[config.mk]
export PLATFORM = sky130hd
export DESIGN_NAME = alu_16
export DESIGN_NICKNAME = d
export VERILOG_FILES = /design/src/rtl/alu_pkg.sv /design/src/rtl/alu_addsub.sv /design/src/rtl/alu_16.sv
export SDC_FILE = /design/constraint.sdc
export NUM_CORES = 1
export LEC_CHECK = 0
export CAP_MARGIN = 0
export CELL_PAD_IN_SITES_DETAIL_PLACEMENT = 1
export CELL_PAD_IN_SITES_GLOBAL_PLACEMENT = 1
export CORE_MARGIN = 1.5
export CORE_UTILIZATION = 39
export CTS_CLUSTER_DIAMETER = 150
export DETAILED_ROUTE_END_ITERATION = 8
export PLACE_DENSITY_LB_ADDON = 0.1
export SETUP_SLACK_MARGIN = 0.1
export SLEW_MARGIN = 20
export SYNTH_ARGS = -nofsm -noshare
export SYNTH_HDL_FRONTEND = slang
export SYNTH_HIERARCHICAL = 1
export SYNTH_SLANG_ARGS = --single-unit
[constraint.sdc]
create_clock -name clk -period 1.2 [get_ports clk]
set_clock_uncertainty 0.2 [all_clocks]
set_input_delay 0.18 -clock clk [delete_from_list [all_inputs] [get_ports clk]]
set_output_delay 0.18 -clock clk [all_outputs]
set_load 0.005 [all_outputs]
[src/rtl/alu_pkg.sv]
// Shared types and constants for the 16-bit execute-stage ALU.
// Latency: n/a (declarations only).
// Backpressure: n/a.
package alu_pkg;

    localparam int ALU_WIDTH = 16;

    typedef enum logic [1:0] {
        ALU_ADD = 2'b00,
        ALU_SUB = 2'b01,
        ALU_AND = 2'b10,
        ALU_OR  = 2'b11
    } alu_op_e;

endpackage

[src/rtl/alu_addsub.sv]
// Combinational adder/subtractor: sum = a + b, or a + ~b + 1 when sub is set.
// Latency: 0 cycles (pure combinational).
// Backpressure: none; output follows inputs continuously.
module alu_addsub #(
    parameter int WIDTH = 16
) (
    input  logic [WIDTH-1:0] a,
    input  logic [WIDTH-1:0] b,
    input  logic             sub,
    output logic [WIDTH-1:0] sum,
    output logic             carry
);

    logic [WIDTH-1:0] b_eff;
    logic [WIDTH:0]   full_sum;

    // Two's-complement subtract: invert b and inject carry-in; carry-out is then not-borrow.
    always_comb begin
        b_eff    = sub ? ~b : b;
        full_sum = {1'b0, a} + {1'b0, b_eff} + {{WIDTH{1'b0}}, sub};
        sum      = full_sum[WIDTH-1:0];
        carry    = full_sum[WIDTH];
    end

endmodule

[src/rtl/alu_16.sv]
// Two-operand ALU (ADD/SUB/AND/OR) with registered result and carry flag.
// Latency: 1 cycle; inputs at edge N appear on ALU_Out/cOut after edge N.
// Backpressure: none; accepts a new operation every cycle, outputs update every edge.
module alu_16
    import alu_pkg::*;
#(
    parameter int WIDTH = ALU_WIDTH
) (
    input  logic             clk,
    input  logic             rst,
    input  logic [WIDTH-1:0] A,
    input  logic [WIDTH-1:0] B,
    input  logic [1:0]       ALU_Sel,
    output logic [WIDTH-1:0] ALU_Out,
    output logic             cOut
);

    alu_op_e          op;
    logic             sub_sel;
    logic [WIDTH-1:0] addsub_sum;
    logic             addsub_carry;

    logic [WIDTH-1:0] alu_out_d;
    logic [WIDTH-1:0] alu_out_q;
    logic             cout_d;
    logic             cout_q;

    // Every 2-bit encoding is a legal opcode, so the cast cannot produce an unnamed value.
    assign op      = alu_op_e'(ALU_Sel);
    assign sub_sel = (op == ALU_SUB);

    // One shared adder serves both ADD and SUB.
    alu_addsub #(
        .WIDTH (WIDTH)
    ) u_addsub (
        .a     (A),
        .b     (B),
        .sub   (sub_sel),
        .sum   (addsub_sum),
        .carry (addsub_carry)
    );

    // Opcode mux selecting next result and carry; logic ops always clear carry.
    always_comb begin
        alu_out_d = '0;
        cout_d    = 1'b0;
        case (op)
            ALU_ADD, ALU_SUB: begin
                alu_out_d = addsub_sum;
                cout_d    = addsub_carry;
            end
            ALU_AND: begin
                alu_out_d = A & B;
                cout_d    = 1'b0;
            end
            ALU_OR: begin
                alu_out_d = A | B;
                cout_d    = 1'b0;
            end
            default: begin
                alu_out_d = '0;
                cout_d    = 1'b0;
            end
        endcase
    end

    // Output register; reset clears it immediately and drops any in-flight result.
    always_ff @(posedge clk or posedge rst) begin
        if (rst) begin
            alu_out_q <= '0;
            cout_q    <= 1'b0;
        end else begin
            alu_out_q <= alu_out_d;
            cout_q    <= cout_d;
        end
    end

    assign ALU_Out = alu_out_q;
    assign cOut    = cout_q;

endmodule

### Word-level counts from Yosys, hierarchy flattened

Index checks and enable logic that the tools add are counted.

* multiplexer cells: 3
* equal/unequal tests: 3
* reductions and logical operators: 3
* bitwise gates (word level): 3
* $add $sub $neg: 2

Operators by type and width (number)
* $pmux 16 s3: 1
* $add 16x16->17: 1
* $add 17x1->17: 1
* $and 16x16->16: 1
* $mux 16: 1
* $not 16->16: 1
* $or 16x16->16: 1
* $eq 2x2->1 const B: 2
* $reduce_or 2->1: 2
* $eq 2x1->1 const B: 1
* $logic_not 2->1: 1
* $pmux 1 s2: 1

* logic and storage cells: 16
* flip-flop bits (word level): 17
* input port bits: 36
* output and inout bits: 17

### Logic depth before layout (Yosys ltp)

* word-level depth: 5
* depth in mapped cells: 15
* depth with buffers taken out: 11

### Hierarchy

Netlist, hierarchy kept.

By module, submodules not included
* alu_addsub: area an instance 954.7 um^2, cells each 128, instances 1, seq. area each 0.0 um^2
* alu_16: area an instance 952.2 um^2, cells each 89, instances 1, seq. area each 425.4 um^2

### Worst setup path before layout

Ideal clock, no wire load.

* path type: in2reg
* start: in ALU_Sel[0]
* end: reg alu_out_q[14] (netlist: ALU_Out[14])
* cell stages on the path: 13
* slack: -1.730 ns
* arrival: 2.650 ns
* buffers on the path: 5
* setup time: 0.080 ns
* required time: 0.920 ns
* path through: buf_4 buf_6 and2b_1 buf_6 buf_2 xor2_1 ha_1 clkbuf_1 or3b_2 or4_1 nand3_1 inv_1 o22ai_2

* cells in the longest elaborated chain, start to end: 5
* elaborated cells between the ends (all ways): 9
* classes of those cells: add/sub (2); eq/ne (3); mux (2); reduce/logical (2)

RTL lines
* from (decl): line alu_16.sv:13 `input logic [1:0] ALU_Sel,`
* $eq 2x1->1 (*): line alu_16.sv:30 `assign sub_sel = (op == ALU_SUB);`
* named net sub_sel: line alu_16.sv:19 `logic sub_sel;`
* $mux 16: line alu_addsub.sv:19 `b_eff = sub ? ~b : b;`
* $add 16x16->17: line alu_addsub.sv:20 `full_sum = {1'b0, a} + {1'b0, b_eff} + {{WIDTH{1'b0}}, sub};`
* $add 17x1->17 (*): line alu_addsub.sv:20
* named net addsub_sum[14]: line alu_16.sv:20 `logic [WIDTH-1:0] addsub_sum;`
* $pmux 16 s3 (*): line alu_16.sv:47 `case (op)`
* named net alu_out_d[14]: line alu_16.sv:23 `logic [WIDTH-1:0] alu_out_d;`
* to (signal assigned): line alu_16.sv:73 `alu_out_q <= alu_out_d;`
* to (decl): line alu_16.sv:24 `logic [WIDTH-1:0] alu_out_q;`

Mark *: on every way through the listed nets, which the timed path passes. The rest lies on a longest branch.

### Worst setup path after layout

* start: in ALU_Sel[1]
* end: reg alu_out_q[15] (netlist: ALU_Out[15])

Same word-level chain as after synthesis.

==> run_results.csv <==
group,metric,value,unit
clock_network,cts_sinks,17,
placement,numPortBuffers,52,
grt,antenna_found_initial,0,
layout,syn_to_final_growth,76.6,%
floorplan,initial_utilization,0.404,
timing,fmax,0.370,GHz
layout,diodes,0,
detailed_routing,viasPerCell,6.34,
worst_setup_path,worst_path_max_delay_cell,"a221o_1",
worst_setup_path,cp.arrival,2.70,ns
detailed_routing,drtPass1Iterations,6,
detailed_routing,dr_wl_met2,5.81,mm
grt,grt_pass1_wl,13.2,mm
power_and_ir_drop,powerDensity,1080,nW/um^2
timing,drv_slew,0,
detailed_routing,postRouteAntennaNets,0,
run_status,violations,"setup timing",
clock_network,cts_tree,"built",
synth,ys_seq_elements,17,
detailed_routing,dr_total_vias,2569,
min_path,hp-class,"in -> async",
synth,syn-cell-area,1910,sq um
synth,syn_inst,217,
timing,period_needed,2.70,ns
synth,synth-edff-count,0,
layout,drive_gt1_frac,0.518,
clock_network,cts_buffer_depth,2,
detailed_routing,wl,11.9,mm
timing,fin_ws,-1.50,ns
timing,setup_viol,17,
layout,fin_util,0.713,
synth,async_flop_share,1.00,
detailed_routing,routedWlPerCell,29.3,um
worst_setup_path,max_stage_delay,0.34,ns
worst_setup_path,crit_top_cell,"xor2_1",
timing,hold_viol_final,0,
floorplan,coreArea,4720,sq um
detailed_routing,drt-met1-wl,3.96,mm
floorplan,die_w,72.9,um
timing,worstMarginPinSlew,0.556,ns
synth,ys_seq_area_frac,0.223,
clock_network,cts_buffers,3,
synth,synth.distinct_cells,43,
floorplan,row_count,25,
synth,synth.avg_cell_area,8.79,sq um
placement,gp_congestion,0.812,
timing,grt_setup_unrepaired,"true",
flow_run,max_cap_viol_count,0,
run_status,outcome,"complete, but fails checks",
detailed_routing,post-route-drc-count,0,
worst_setup_path,worstPathRequired,1.20,ns
grt,grt_max_degree,34,
clock_network,cts_hold_buf,0,
clock_network,cts-root-buf,"clkbuf_8",
synth,synth_warnings,6,
worst_setup_path,cp-end-kind,"flip-flop",
detailed_routing,drt-initial-drc-count,199,
placement,dpl.hpwl,5.20,mm
synth,synth_nets,270,
detailed_routing,met3_length,1.09,mm
placement,dpl.cell_count,389,
floorplan,num_io_pins,53,
grt,grt_pass1_vias,2490,
clock_network,ctsHtreeMaxLevel,1,
floorplan,die-height,72.9,um
floorplan,die-area,5320,sq um
worst_setup_path,cp_max_fo,8,
power_and_ir_drop,ir_drop,0.728,mV
detailed_routing,highest_layer,"met4",
layout,fin_cells,405,
worst_setup_path,path_cells,"buf_6 -> and2b_2 -> buf_8 -> buf_4 -> xor2_1 -> ha_1 -> a21oi_2 -> o21ai_1 -> a221o_1 -> a31o_1 -> xor2_1 -> inv_1 -> o22ai_2",
synth,synth_flop_cell,"dfrtp_1",
power_and_ir_drop,p_leak,1.55,nW
timing,fin_crit_sh,2.25,
layout,nets,392,
worst_setup_path,startpoint_type,"input pin",
grt,gr-total-overflow,0,
worst_setup_path,critPathKind,"in -> reg",
clock_network,path_clk_slew,0.09,ns
timing,slew_headroom,0.629,
grt,grt_use_total,0.335,
## power breakdown
| group | switching, mW | internal (mW) | total (mW) |
|---|---|---|---|
| Clock | 0.273 | 0.237 | 0.511 |
| Combinational | 1.32 | 1.08 | 2.40 |
| Sequential | 0.0426 | 0.675 | 0.717 |
| Total | 1.64 | 1.99 | 3.63 |
## layout make-up
type	instances	area, sq um
clock buffers	4	45.0
well taps	67	83.8
inverters	22	82.6
flip-flops and latches	17	425
fillers	503	1360
multi-input cells	168	1700
repair buffers	127	1040
## sequential cells by signal, summed over array words and instances (netlist names)
register and cells:
cOut 1, ALU_Out 16
## path summary, 6_finish.rpt
| path | endpoint | from | depth (start not counted) | slack, ns |
|---|---|---|---|---|
| worst max-delay path | ALU_Out[15]$_DFF_PP0_ | ALU_Sel[1] | 13 | -1.50 |
| worst min-delay path | ALU_Out[12]$_DFF_PP0_ | rst | 3 | 0.04 |
| max in group asynchronous | ALU_Out[10]$_DFF_PP0_ | rst | 3 | 0.61 |
| min in group clk | ALU_Out[13]$_DFF_PP0_ | B[13] | 3 | 0.20 |
## synthesized netlist by cell type (2+ instances only)
library cell	count	area (sq um)
buf_6	4	45.0
nand3_1	5	25.0
nand4_1	2	12.5
o21ai_2	14	123
o22ai_1	2	12.5
nor2_1	6	22.5
nand3b_1	2	15.0
nand2_1	8	30.0
inv_1	22	82.6
a21o_1	4	30.0
a31oi_1	2	12.5
o21ai_0	12	60.1
dfrtp_1	17	425
buf_4	2	15.0
xor2_1	22	193
o21bai_1	2	15.0
o22ai_2	14	175
ha_1	16	200
xnor2_1	6	52.6
clkbuf_1	3	11.3
nor2b_1	2	12.5
a21oi_1	29	145
## per-stage QoR
| stage | setup slack (ns) | hold WS [ns] | setup TNS, ns | power (mW) | cell area (sq um) |
|---|---|---|---|---|---|
| floorplan | -1.58 | -0.0939 | -19.38 | 1.64 | 1990 |
| global placement | -1.84 | 0.317 | -25.37 | 2.43 | 2970 |
| detailed placement | -1.94 | 0.335 | -27.00 | 2.52 | 2970 |
| CTS | -1.23 | 0.0547 | -16.63 | 3.05 | 3120 |
| global route | -1.58 | 0.0557 | -19.83 | 3.71 | 3370 |
| finish | -1.50 | 0.0407 | -19.29 | 3.63 | 3370 |
## layer usage
metal  up-vias  GRT usage
met5         -          0
met1      1245      0.373
met3        98     0.0456
li1       1020          -
met2       206      0.609
met4         0      0.187
## kinds of logic (layout without fill, tap and decap cells)
family / after synthesis / count (layout) / share of synthesized area
XOR/XNOR: 28 / 28 / 0.129
multiplexers: 1 / 1 / 0.00722
AND/OR/NAND/NOR: 34 / 34 / 0.0991
buffers and inverters: 32 / 153 / 0.0833
flip-flops: 17 / 17 / 0.223
AO/OA/AOI/OAI: 88 / 88 / 0.343
adder cells (fa/ha/maj): 17 / 17 / 0.115
## critical path, delay by kind of cell
family	cells	cell delay, ns
AOI/OAI and AO/OA	5	1.08
buffers and inverters	4	0.49
xor gates and xnor gates	2	0.36
adders and majority gates	1	0.31
and+or+nand+nor	1	0.26
## cells in the final DEF, fill, tap and decap left out, drive strengths merged, types with 4 or more instances in the layout
cell type	count
o21ai	26
buf	94
a21oi	29
nor2	6
nand3	5
clkdlybuf4s50	27
dfrtp	17
nand2	8
clkbuf	4
xnor2	6
a21o	4
xor2	22
inv	22
o22ai	16
dlygate4sd2	6
ha	16
## timing repair
item	4_1_cts	5_1_grt
gates cloned	0	0
pin swaps	17	15
setup buffers	7	6
setup endpoints to repair	34	33
endpoints found under the hold margin	0	0
gates resized for setup	106	35
Power figures use the tool's default switching activity.
